==> src/rtl/decode_ctrl_stage_pkg.sv <==
// Shared opcode, aluop, branch-select and FSM encodings for the ID stage.
// Imported by decode_ctrl_comb and decode_ctrl_stage.
package decode_ctrl_stage_pkg;

  localparam logic [6:0] OP_R_TYPE = 7'b0110011;
  localparam logic [6:0] OP_I_TYPE = 7'b0010011;
  localparam logic [6:0] OP_LOAD   = 7'b0000011;
  localparam logic [6:0] OP_STORE  = 7'b0100011;
  localparam logic [6:0] OP_B_TYPE = 7'b1100011;
  localparam logic [6:0] OP_JAL    = 7'b1101111;
  localparam logic [6:0] OP_JALR   = 7'b1100111;
  localparam logic [6:0] OP_LUI    = 7'b0110111;
  localparam logic [6:0] OP_AUIPC  = 7'b0010111;

  localparam logic [6:0] F7_MULDIV = 7'b0000001;

  localparam logic [1:0] ALUOP_MEM = 2'b00;
  localparam logic [1:0] ALUOP_I   = 2'b01;
  localparam logic [1:0] ALUOP_R   = 2'b10;
  localparam logic [1:0] ALUOP_BR  = 2'b11;

  localparam int BR_BEQ  = 0;
  localparam int BR_BNE  = 1;
  localparam int BR_BLT  = 2;
  localparam int BR_BGE  = 3;
  localparam int BR_BLTU = 4;
  localparam int BR_BGEU = 5;

  typedef enum logic [1:0] {
    ST_EMPTY  = 2'd0,
    ST_FULL   = 2'd1,
    ST_BUBBLE = 2'd2
  } state_e;

  typedef struct packed {
    logic       memread;
    logic       memtoreg;
    logic       memwrite;
    logic       alusrc;
    logic       regwrite;
    logic [1:0] aluop;
    logic       lui;
    logic       u_type;
    logic       jal;
    logic       jalr;
    logic [5:0] br_sel;
    logic       illegal;
    logic       is_muldiv;
  } ctrl_t;

  function automatic logic [31:0] imm32(input logic [31:0] i);
    logic [31:0] r;
    r = '0;
    unique case (i[6:0])
      OP_I_TYPE, OP_LOAD, OP_JALR:
        r = {{20{i[31]}}, i[31:20]};
      OP_STORE:
        r = {{20{i[31]}}, i[31:25], i[11:7]};
      OP_B_TYPE:
        r = {{19{i[31]}}, i[31], i[7],
             i[30:25], i[11:8], 1'b0};
      OP_LUI, OP_AUIPC:
        r = {i[31:12], 12'b0};
      OP_JAL:
        r = {{11{i[31]}}, i[31], i[19:12],
             i[20], i[30:21], 1'b0};
      default: r = '0;
    endcase
    return r;
  endfunction

endpackage

==> src/rtl/decode_ctrl_stage_if.sv <==
// Fetch-side and EX-side handshake bundle of the ID stage.
// slave = the stage itself, master = its environment.
interface decode_ctrl_stage_if #(
  parameter int XLEN      = 32,
  parameter int RW_TYPE_W = 3
);
  logic                 in_valid;
  logic                 in_ready;
  logic [31:0]          in_instr;
  logic [XLEN-1:0]      in_pc;
  logic                 flush;
  logic                 out_valid;
  logic                 out_ready;
  logic [XLEN-1:0]      out_pc;
  logic [4:0]           out_rd;
  logic [4:0]           out_rs1;
  logic [4:0]           out_rs2;
  logic [XLEN-1:0]      out_imm;
  logic                 out_memread;
  logic                 out_memtoreg;
  logic                 out_memwrite;
  logic                 out_alusrc;
  logic                 out_regwrite;
  logic [1:0]           out_aluop;
  logic                 out_lui;
  logic                 out_u_type;
  logic                 out_jal;
  logic                 out_jalr;
  logic [5:0]           out_br_sel;
  logic [RW_TYPE_W-1:0] out_rw_type;
  logic                 out_illegal;
  logic                 out_is_muldiv;

  modport slave (
    input  in_valid, in_instr, in_pc, flush, out_ready,
    output in_ready, out_valid, out_pc, out_rd,
    output out_rs1, out_rs2, out_imm, out_memread,
    output out_memtoreg, out_memwrite, out_alusrc,
    output out_regwrite, out_aluop, out_lui, out_u_type,
    output out_jal, out_jalr, out_br_sel, out_rw_type,
    output out_illegal, out_is_muldiv
  );

  modport master (
    output in_valid, in_instr, in_pc, flush, out_ready,
    input  in_ready, out_valid, out_pc, out_rd,
    input  out_rs1, out_rs2, out_imm, out_memread,
    input  out_memtoreg, out_memwrite, out_alusrc,
    input  out_regwrite, out_aluop, out_lui, out_u_type,
    input  out_jal, out_jalr, out_br_sel, out_rw_type,
    input  out_illegal, out_is_muldiv
  );
endinterface

==> src/rtl/decode_ctrl_stage_comb.sv <==
// Pure combinational RV32I control decoder: bundle, imm, rs-used.
// DECODE_MEXT_EN enables M-extension (funct7=0000001) decode.
module decode_ctrl_comb
  import decode_ctrl_stage_pkg::*;
#(
  parameter int XLEN = 32
) (
  input  logic [31:0]     instr,
  output ctrl_t           ctrl,
  output logic [XLEN-1:0] imm,
  output logic            rs1_used,
  output logic            rs2_used
);

  logic [6:0] opcode;
  logic [2:0] funct3;
  logic [6:0] funct7;

  assign opcode = instr[6:0];
  assign funct3 = instr[14:12];
  assign funct7 = instr[31:25];
  assign imm    = XLEN'($signed(imm32(instr)));

  // control bundle and register-read flags by opcode
  always_comb begin
    ctrl     = '0;
    rs1_used = 1'b0;
    rs2_used = 1'b0;
    unique case (opcode)
      OP_R_TYPE: begin
        ctrl.regwrite = 1'b1;
        ctrl.aluop    = ALUOP_R;
        rs1_used      = 1'b1;
        rs2_used      = 1'b1;
        if (funct7 == F7_MULDIV) begin
`ifdef DECODE_MEXT_EN
          ctrl.is_muldiv = 1'b1;
`else
          ctrl.illegal = 1'b1;
`endif
        end
      end
      OP_I_TYPE: begin
        ctrl.regwrite = 1'b1;
        ctrl.alusrc   = 1'b1;
        ctrl.aluop    = ALUOP_I;
        rs1_used      = 1'b1;
      end
      OP_LOAD: begin
        ctrl.regwrite = 1'b1;
        ctrl.alusrc   = 1'b1;
        ctrl.memread  = 1'b1;
        ctrl.memtoreg = 1'b1;
        ctrl.aluop    = ALUOP_MEM;
        rs1_used      = 1'b1;
      end
      OP_STORE: begin
        ctrl.alusrc   = 1'b1;
        ctrl.memwrite = 1'b1;
        ctrl.aluop    = ALUOP_MEM;
        rs1_used      = 1'b1;
        rs2_used      = 1'b1;
      end
      OP_B_TYPE: begin
        ctrl.aluop = ALUOP_BR;
        rs1_used   = 1'b1;
        rs2_used   = 1'b1;
        unique case (funct3)
          3'b000: ctrl.br_sel[BR_BEQ]  = 1'b1;
          3'b001: ctrl.br_sel[BR_BNE]  = 1'b1;
          3'b100: ctrl.br_sel[BR_BLT]  = 1'b1;
          3'b101: ctrl.br_sel[BR_BGE]  = 1'b1;
          3'b110: ctrl.br_sel[BR_BLTU] = 1'b1;
          3'b111: ctrl.br_sel[BR_BGEU] = 1'b1;
          default: ctrl.illegal = 1'b1;
        endcase
      end
      OP_JAL: begin
        ctrl.regwrite = 1'b1;
        ctrl.jal      = 1'b1;
      end
      OP_JALR: begin
        ctrl.regwrite = 1'b1;
        ctrl.alusrc   = 1'b1;
        ctrl.jalr     = 1'b1;
        rs1_used      = 1'b1;
      end
      OP_LUI: begin
        ctrl.regwrite = 1'b1;
        ctrl.alusrc   = 1'b1;
        ctrl.lui      = 1'b1;
        ctrl.u_type   = 1'b1;
      end
      OP_AUIPC: begin
        ctrl.regwrite = 1'b1;
        ctrl.alusrc   = 1'b1;
        ctrl.u_type   = 1'b1;
      end
      default: ctrl.illegal = 1'b1;
    endcase
    // an illegal op must not write state, branch or stall anyone
    if (ctrl.illegal) begin
      ctrl         = '0;
      ctrl.illegal = 1'b1;
      rs1_used     = 1'b0;
      rs2_used     = 1'b0;
    end
  end

endmodule

==> src/rtl/decode_ctrl_stage.sv <==
// Registered ID stage: decode, valid/ready, flush, load-use bubbles.
// DECODE_MEXT_EN enables M-extension decode in decode_ctrl_comb.
module decode_ctrl_stage
  import decode_ctrl_stage_pkg::*;
#(
  parameter int XLEN         = 32,
  parameter int LOAD_BUBBLES = 1,
  parameter int RW_TYPE_W    = 3
) (
  input logic                 clk,
  input logic                 rst,
  decode_ctrl_stage_if.slave  io
);

  localparam logic [1:0] LB_CNT = 2'(LOAD_BUBBLES);

  state_e               state_q, state_d;
  logic [1:0]           cnt_q, cnt_d;
  ctrl_t                ctrl_q, ctrl_d;
  logic [XLEN-1:0]      pc_q, pc_d;
  logic [XLEN-1:0]      imm_q, imm_d;
  logic [4:0]           rd_q, rd_d;
  logic [4:0]           rs1_q, rs1_d;
  logic [4:0]           rs2_q, rs2_d;
  logic [RW_TYPE_W-1:0] rw_q, rw_d;

  ctrl_t           dec_ctrl;
  logic [XLEN-1:0] dec_imm;
  logic            dec_rs1_used;
  logic            dec_rs2_used;
  logic            hazard;
  logic            in_ready;
  logic            accept;

  decode_ctrl_comb #(.XLEN(XLEN)) u_comb (
    .instr    (io.in_instr),
    .ctrl     (dec_ctrl),
    .imm      (dec_imm),
    .rs1_used (dec_rs1_used),
    .rs2_used (dec_rs2_used)
  );

  // load-use check of the incoming op against the held bundle
  always_comb begin
    hazard = (state_q == ST_FULL) && io.in_valid
          && ctrl_q.memread && (rd_q != 5'd0)
          && ((dec_rs1_used && io.in_instr[19:15] == rd_q)
           || (dec_rs2_used && io.in_instr[24:20] == rd_q));
    if (LOAD_BUBBLES == 0) hazard = 1'b0;
  end

  // ready: blocked in reset, flush, stall, or while bubbles remain
  always_comb begin
    in_ready = 1'b0;
    unique case (state_q)
      ST_EMPTY:  in_ready = 1'b1;
      ST_FULL:   in_ready = io.out_ready && !hazard;
      ST_BUBBLE: in_ready = (cnt_q == 2'd1);
      default:   in_ready = 1'b0;
    endcase
    if (rst || io.flush) in_ready = 1'b0;
  end

  assign accept = io.in_valid && in_ready;

  // next state and bubble counter; flush overrides everything
  always_comb begin
    state_d = state_q;
    cnt_d   = cnt_q;
    unique case (state_q)
      ST_EMPTY: if (accept) state_d = ST_FULL;
      ST_FULL: begin
        if (io.out_ready) begin
          if (hazard) begin
            state_d = ST_BUBBLE;
            cnt_d   = LB_CNT;
          end else if (accept) begin
            state_d = ST_FULL;
          end else begin
            state_d = ST_EMPTY;
          end
        end
      end
      ST_BUBBLE: begin
        cnt_d = cnt_q - 2'd1;
        if (cnt_q == 2'd1) begin
          cnt_d   = 2'd0;
          state_d = accept ? ST_FULL : ST_EMPTY;
        end
      end
      default: begin
        state_d = ST_EMPTY;
        cnt_d   = 2'd0;
      end
    endcase
    if (io.flush) begin
      state_d = ST_EMPTY;
      cnt_d   = 2'd0;
    end
  end

  // output bundle capture on accept, otherwise hold
  always_comb begin
    ctrl_d = ctrl_q;
    pc_d   = pc_q;
    imm_d  = imm_q;
    rd_d   = rd_q;
    rs1_d  = rs1_q;
    rs2_d  = rs2_q;
    rw_d   = rw_q;
    if (accept) begin
      ctrl_d = dec_ctrl;
      pc_d   = io.in_pc;
      imm_d  = dec_imm;
      rd_d   = io.in_instr[11:7];
      rs1_d  = io.in_instr[19:15];
      rs2_d  = io.in_instr[24:20];
      rw_d   = RW_TYPE_W'(io.in_instr[14:12]);
    end
  end

  // state and output registers with synchronous reset
  always_ff @(posedge clk) begin
    if (rst) begin
      state_q <= ST_EMPTY;
      cnt_q   <= 2'd0;
      ctrl_q  <= '0;
      pc_q    <= '0;
      imm_q   <= '0;
      rd_q    <= '0;
      rs1_q   <= '0;
      rs2_q   <= '0;
      rw_q    <= '0;
    end else begin
      state_q <= state_d;
      cnt_q   <= cnt_d;
      ctrl_q  <= ctrl_d;
      pc_q    <= pc_d;
      imm_q   <= imm_d;
      rd_q    <= rd_d;
      rs1_q   <= rs1_d;
      rs2_q   <= rs2_d;
      rw_q    <= rw_d;
    end
  end

  assign io.in_ready      = in_ready;
  assign io.out_valid     = (state_q == ST_FULL);
  assign io.out_pc        = pc_q;
  assign io.out_rd        = rd_q;
  assign io.out_rs1       = rs1_q;
  assign io.out_rs2       = rs2_q;
  assign io.out_imm       = imm_q;
  assign io.out_memread   = ctrl_q.memread;
  assign io.out_memtoreg  = ctrl_q.memtoreg;
  assign io.out_memwrite  = ctrl_q.memwrite;
  assign io.out_alusrc    = ctrl_q.alusrc;
  assign io.out_regwrite  = ctrl_q.regwrite;
  assign io.out_aluop     = ctrl_q.aluop;
  assign io.out_lui       = ctrl_q.lui;
  assign io.out_u_type    = ctrl_q.u_type;
  assign io.out_jal       = ctrl_q.jal;
  assign io.out_jalr      = ctrl_q.jalr;
  assign io.out_br_sel    = ctrl_q.br_sel;
  assign io.out_rw_type   = rw_q;
  assign io.out_illegal   = ctrl_q.illegal;
  assign io.out_is_muldiv = ctrl_q.is_muldiv;

endmodule

==> src/flat_wrapper.sv <==
// flat-port wrapper written by rule: the top's interface ports become plain ports
module decode_ctrl_stage_flat import decode_ctrl_stage_pkg::*;
#(
  parameter int XLEN         = 32,
  parameter int LOAD_BUBBLES = 1,
  parameter int RW_TYPE_W    = 3
)
  (clk, rst, io_in_valid, io_in_instr, io_in_pc, io_flush, io_out_ready, io_in_ready, io_out_valid, io_out_pc, io_out_rd, io_out_rs1, io_out_rs2, io_out_imm, io_out_memread, io_out_memtoreg, io_out_memwrite, io_out_alusrc, io_out_regwrite, io_out_aluop, io_out_lui, io_out_u_type, io_out_jal, io_out_jalr, io_out_br_sel, io_out_rw_type, io_out_illegal, io_out_is_muldiv);
  decode_ctrl_stage_if #(.XLEN(XLEN), .RW_TYPE_W(RW_TYPE_W)) io_i ();
  input logic clk;
  input logic rst;
  input wire logic [$bits(io_i.in_valid)-1:0] io_in_valid;
  input wire logic [$bits(io_i.in_instr)-1:0] io_in_instr;
  input wire logic [$bits(io_i.in_pc)-1:0] io_in_pc;
  input wire logic [$bits(io_i.flush)-1:0] io_flush;
  input wire logic [$bits(io_i.out_ready)-1:0] io_out_ready;
  output wire logic [$bits(io_i.in_ready)-1:0] io_in_ready;
  output wire logic [$bits(io_i.out_valid)-1:0] io_out_valid;
  output wire logic [$bits(io_i.out_pc)-1:0] io_out_pc;
  output wire logic [$bits(io_i.out_rd)-1:0] io_out_rd;
  output wire logic [$bits(io_i.out_rs1)-1:0] io_out_rs1;
  output wire logic [$bits(io_i.out_rs2)-1:0] io_out_rs2;
  output wire logic [$bits(io_i.out_imm)-1:0] io_out_imm;
  output wire logic [$bits(io_i.out_memread)-1:0] io_out_memread;
  output wire logic [$bits(io_i.out_memtoreg)-1:0] io_out_memtoreg;
  output wire logic [$bits(io_i.out_memwrite)-1:0] io_out_memwrite;
  output wire logic [$bits(io_i.out_alusrc)-1:0] io_out_alusrc;
  output wire logic [$bits(io_i.out_regwrite)-1:0] io_out_regwrite;
  output wire logic [$bits(io_i.out_aluop)-1:0] io_out_aluop;
  output wire logic [$bits(io_i.out_lui)-1:0] io_out_lui;
  output wire logic [$bits(io_i.out_u_type)-1:0] io_out_u_type;
  output wire logic [$bits(io_i.out_jal)-1:0] io_out_jal;
  output wire logic [$bits(io_i.out_jalr)-1:0] io_out_jalr;
  output wire logic [$bits(io_i.out_br_sel)-1:0] io_out_br_sel;
  output wire logic [$bits(io_i.out_rw_type)-1:0] io_out_rw_type;
  output wire logic [$bits(io_i.out_illegal)-1:0] io_out_illegal;
  output wire logic [$bits(io_i.out_is_muldiv)-1:0] io_out_is_muldiv;
  assign io_i.in_valid = io_in_valid;
  assign io_i.in_instr = io_in_instr;
  assign io_i.in_pc = io_in_pc;
  assign io_i.flush = io_flush;
  assign io_i.out_ready = io_out_ready;
  assign io_in_ready = io_i.in_ready;
  assign io_out_valid = io_i.out_valid;
  assign io_out_pc = io_i.out_pc;
  assign io_out_rd = io_i.out_rd;
  assign io_out_rs1 = io_i.out_rs1;
  assign io_out_rs2 = io_i.out_rs2;
  assign io_out_imm = io_i.out_imm;
  assign io_out_memread = io_i.out_memread;
  assign io_out_memtoreg = io_i.out_memtoreg;
  assign io_out_memwrite = io_i.out_memwrite;
  assign io_out_alusrc = io_i.out_alusrc;
  assign io_out_regwrite = io_i.out_regwrite;
  assign io_out_aluop = io_i.out_aluop;
  assign io_out_lui = io_i.out_lui;
  assign io_out_u_type = io_i.out_u_type;
  assign io_out_jal = io_i.out_jal;
  assign io_out_jalr = io_i.out_jalr;
  assign io_out_br_sel = io_i.out_br_sel;
  assign io_out_rw_type = io_i.out_rw_type;
  assign io_out_illegal = io_i.out_illegal;
  assign io_out_is_muldiv = io_i.out_is_muldiv;
  decode_ctrl_stage #(.XLEN(XLEN), .LOAD_BUBBLES(LOAD_BUBBLES), .RW_TYPE_W(RW_TYPE_W)) u_core (.clk(clk), .rst(rst), .io(io_i));
endmodule
==> config.mk <==
export PLATFORM = sky130hd
export DESIGN_NAME = decode_ctrl_stage_flat
export DESIGN_NICKNAME = d
export VERILOG_FILES = /design/src/rtl/decode_ctrl_stage_pkg.sv /design/src/rtl/decode_ctrl_stage_if.sv /design/src/rtl/decode_ctrl_stage_comb.sv /design/src/rtl/decode_ctrl_stage.sv /design/src/flat_wrapper.sv
export SDC_FILE = /design/constraint.sdc
export NUM_CORES = 1
export LEC_CHECK = 0
export BUFFER_PORTS_ARGS = -buffer_cell sky130_fd_sc_hd__buf_2
export CAP_MARGIN = 20
export CORE_MARGIN = 2
export CORE_UTILIZATION = 45
export CTS_CLUSTER_DIAMETER = 60
export CTS_CLUSTER_SIZE = 20
export DETAILED_ROUTE_END_ITERATION = 7
export PLACE_DENSITY_LB_ADDON = 0.12
export SLEW_MARGIN = 20
export SYNTH_ARGS = -nofsm -noshare
export SYNTH_HDL_FRONTEND = slang
export SYNTH_SLANG_ARGS = --single-unit
==> constraint.sdc <==
create_clock -name clk -period 3.3 [get_ports clk]
set_clock_uncertainty 0.2 [all_clocks]
set_input_delay 0.66 -clock clk [delete_from_list [all_inputs] [get_ports clk]]
set_output_delay 0.66 -clock clk [all_outputs]
set_load 0.03 [all_outputs]
==> tab_implementation.tex <==
\begin{tabular}{lr}
\hline
Metric & Value \\
\hline
\multicolumn{2}{l}{\textbf{Status}} \\
Run status & complete, no violations \\
\multicolumn{2}{l}{\textbf{Layout}} \\
\# nets final & between 800 and 900 \\
Final standard cell utilization of the core & 0.607 \\
Diodes inserted & 0 \\
Footprint of the flip-flops and latches & slightly above 2000 µm² \\
Fraction of layout cells with a size suffix above 1 & 0.349 \\
Signed area change from the synthesized netlist to the final layout & 30.8\% \\
Commonest non-fill, non-tap cell in the layout & buf\_2 \\
Total non-filler cell area in the finished layout & around 6600 µm² \\
Commonest cells after routing, fill and taps aside & buf\_2, dfxtp\_1, o21ai\_0 \\
Multi-input combinational cell area & 2690 µm² \\
Number of inserted filler cells in the final layout & 993 \\
\multicolumn{2}{l}{\textbf{Synthesis}} \\
Top cell type's share of synthesized area & 0.406 \\
Synth unique cells & 67 \\
Post-synthesis sequential element count & 103 \\
Post-synthesis net count & 684 \\
Post-synth EDFFs & 0 \\
Main flop type after synthesis & dfxtp\_1 \\
Share of flip-flops with an asynchronous set or reset & 0 \\
Register area share after synthesis & 0.406 \\
Cell types with the largest area share after synthesis & dfxtp\_1, o21ai\_0, a21oi\_1 \\
Synth warnings & 0 \\
Cell type with the highest aggregate area in the netlist & dfxtp\_1 \\
Cell count after synthesis & a little over 600 \\
Area of the mapped netlist & 5070 µm² \\
Average instance area after synthesis & roughly 8.3 µm² \\
\multicolumn{2}{l}{\textbf{Route}} \\
Via count of the routed design & 5402 \\
Post-route DRC & 0 \\
Number of DRC violations after detailed-routing iteration 0 & between 400 and 500 \\
Routed via count divided by cell count & a little under 6 \\
Remaining antenna violation count & 0 \\
Total wire length after detailed routing & around 16000 µm \\
First-pass detailed-route iteration total & 8 \\
Average routed wire per standard cell & 17.4 µm \\
\multicolumn{2}{l}{\textbf{Placement}} \\
Quantity of I/O buffers inserted on ports & 170 \\
Post-detailed-placement half-perimeter wirelength & 11400 µm \\
Standard cell area after detailed placement & 6250 µm² \\
Routability congestion estimate from global placement & roughly 0.86 \\
\multicolumn{2}{l}{\textbf{Die}} \\
Ports & 172 \\
Overall die area & around 12000 µm² \\
Cell Rows & 38 \\
Die boundary height & 110 µm \\
Die width & $\sim$110 µm \\
Placeable core area & between 10000 and 15000 µm² \\
Starting density of the core & 0.464 \\
\multicolumn{2}{l}{\textbf{Setup path}} \\
Critical path start-end classification & input port to primary output \\
Crit path required time & 2.44 ns \\
Critical path endpoint category & primary output \\
Maximum net fanout on the critical path & 3 \\
Startpoint kind of the worst setup timing path & input port \\
Arrival @ worst endpoint & 2.36 ns \\
\multicolumn{2}{l}{\textbf{Global route}} \\
Pin count of the biggest net entering global routing & 81 \\
Overall track demand over capacity in global routing & 0.255 \\
Wire length of the first global-routing pass & between 20000 and 25000 µm \\
Number of antenna violations at the first check in global routing & 1 \\
Number of global-route vias before repair & 4849 \\
Global-route congestion overflow total & 0 \\
\multicolumn{2}{l}{\textbf{Timing}} \\
Unrepaired setup endpoints after global routing & no \\
Final Max Tran Viols & 0 \\
Total setup violations reported at the end of the flow & 0 \\
Time the worst path needs with I/O delays and setup & between 3 and 4 ns \\
Count of endpoints failing hold in the final timing report & 0 \\
Achievable clock frequency & between 300 and 400 MHz \\
Transition at the pin with the smallest max-transition slack & around 0.9 ns \\
Worst slew slack as a fraction of its limit & 0.391 \\
Minimum hold slack & 0.263 ns \\
Final cycle utilization of the critical path & 0.977 \\
\multicolumn{2}{l}{\textbf{CTS}} \\
Clock root buffer & clkbuf\_16 \\
Total clock sinks & around 100 \\
Clock insertion delay at the later pin of the skew report & roughly 0.35 ns \\
Clock buffer count from CTS & 9 \\
Number of buffers added to fix hold violations after cts & 0 \\
Post-CTS clock slew at the launch and capture registers of the worst setup and hold paths & $\sim$0.07 ns \\
CTS tree & built \\
Number of H-tree branching levels & 3 \\
Bufs on Longest Clock Path & 2 \\
\multicolumn{2}{l}{\textbf{Power and ir drop}} \\
Pleak & 2.89 nW \\
Power per cell area & between 400 and 500 nW/µm² \\
Total power consumption of the routed design & $\sim$3.2 mW \\
Worst IR Drop VDD & about 0.00033 V \\
\multicolumn{2}{l}{\textbf{Worst hold path}} \\
Path category of the worst min-delay check & flip-flop to flip-flop \\
\multicolumn{2}{l}{\textbf{Flow run}} \\
Max capacitance violation total & 0 \\
\hline
\end{tabular}
critical path, stage by stage:
cell and delay (ns):
buf_2 0.12, xor2_1 0.16, nor4_4 0.33, a22oi_2 0.15
or4_4 0.53, o21bai_4 0.15, a2111oi_4 0.08, buf_4 0.18
per-layer routing:
metal / vias up / share of wire / GRT usage
li1: 2589 / - / -
met1: 2586 / 0.43 / 0.324
met2: 197 / 0.48 / 0.420
met3: 28 / 0.066 / 0.0435
met4: 2 / 0.024 / 0.119
met5: - / 0.00081 / 0
repair_timing:
action / 4_1_cts / 5_1_grt
buffers inserted: 0 / 0
resized for setup: 5 / 5
gates cloned: 0 / 0
pin swaps: 0 / 1
endpoints found under the setup margin: 1 / 1
cell families after synthesis:
kind of cell,after synthesis,synth area share
AO/OA/AOI/OAI,247,0.305
AND/OR/NAND/NOR,168,0.179
flip-flops,103,0.406
buffers and inverters,74,0.0749
XOR/XNOR,10,0.0173
adder cells (fa/ha/maj),5,0.0123
multiplexers,2,0.00394
other,1,0.000739
synth_stat cells, types with 5 or more instances:
cell	n
ha_1	5
buf_4	13
a21oi_1	83
a31o_2	12
a21o_1	14
o21ai_0	86
clkbuf_1	20
inv_1	11
nand3_1	79
nand4_1	17
and3_1	5
xor2_1	9
buf_2	21
o211ai_1	6
nor3_1	5
dfxtp_1	103
nor2_1	15
nand2_1	23
per-stage QoR:
stage / setup WS (ns) / setup TNS, ns / cells
after floorplan: 0.142 / 0 / 610
after global placement: -0.108 / -0.108 / 908
after detailed placement: -0.101 / -0.101 / 908
after CTS: 0.0266 / 0 / 924
after global routing: 0.0109 / 0 / 924
final: 0.0756 / 0 / 924
worst paths after layout:
kind | startpoint | endpoint | slack [ns] | depth (start not counted)
setup / recovery | io_in_instr[18] | io_in_ready | 0.08 | 8
hold / removal | u_core.io.out_imm[1] | u_core.io.out_imm[1] | 0.26 | 2
setup reg to reg | u_core.state_q[0] | u_core.io.out_pc[19] | 0.57 | 9
hold reg to reg | u_core.io.out_imm[1] | u_core.io.out_imm[1] | 0.26 | 2
layout make-up:
class                           count  share of cell area
Sequential cell                   103               0.311
Clock inverter                      7              0.0190
Tap cell                          140              0.0264
Inverter                           11             0.00622
Clock buffer                        9              0.0339
Timing Repair Buffer              221               0.198
Multi-Input combinational cell    433               0.406
sequential cells by signal, indices dropped and copies added (netlist names), 2 cells and up:
register / flops
u_core.io.out_rd: 5
u_core.io.out_rs2: 5
u_core.io.out_rs1: 5
u_core.cnt_q: 2
u_core.state_q: 2
u_core.io.out_br_sel: 6
u_core.io.out_aluop: 2
u_core.io.out_rw_type: 3
u_core.io.out_imm: 32
u_core.io.out_pc: 32
power by group:
group	switching, mW	internal [mW]	total (mW)
Combinational	0.414	0.215	0.629
Clock	0.493	0.751	1.24
Sequential	0.0330	1.30	1.33
Total	0.940	2.26	3.20
(Power assumes the default switching activity.)
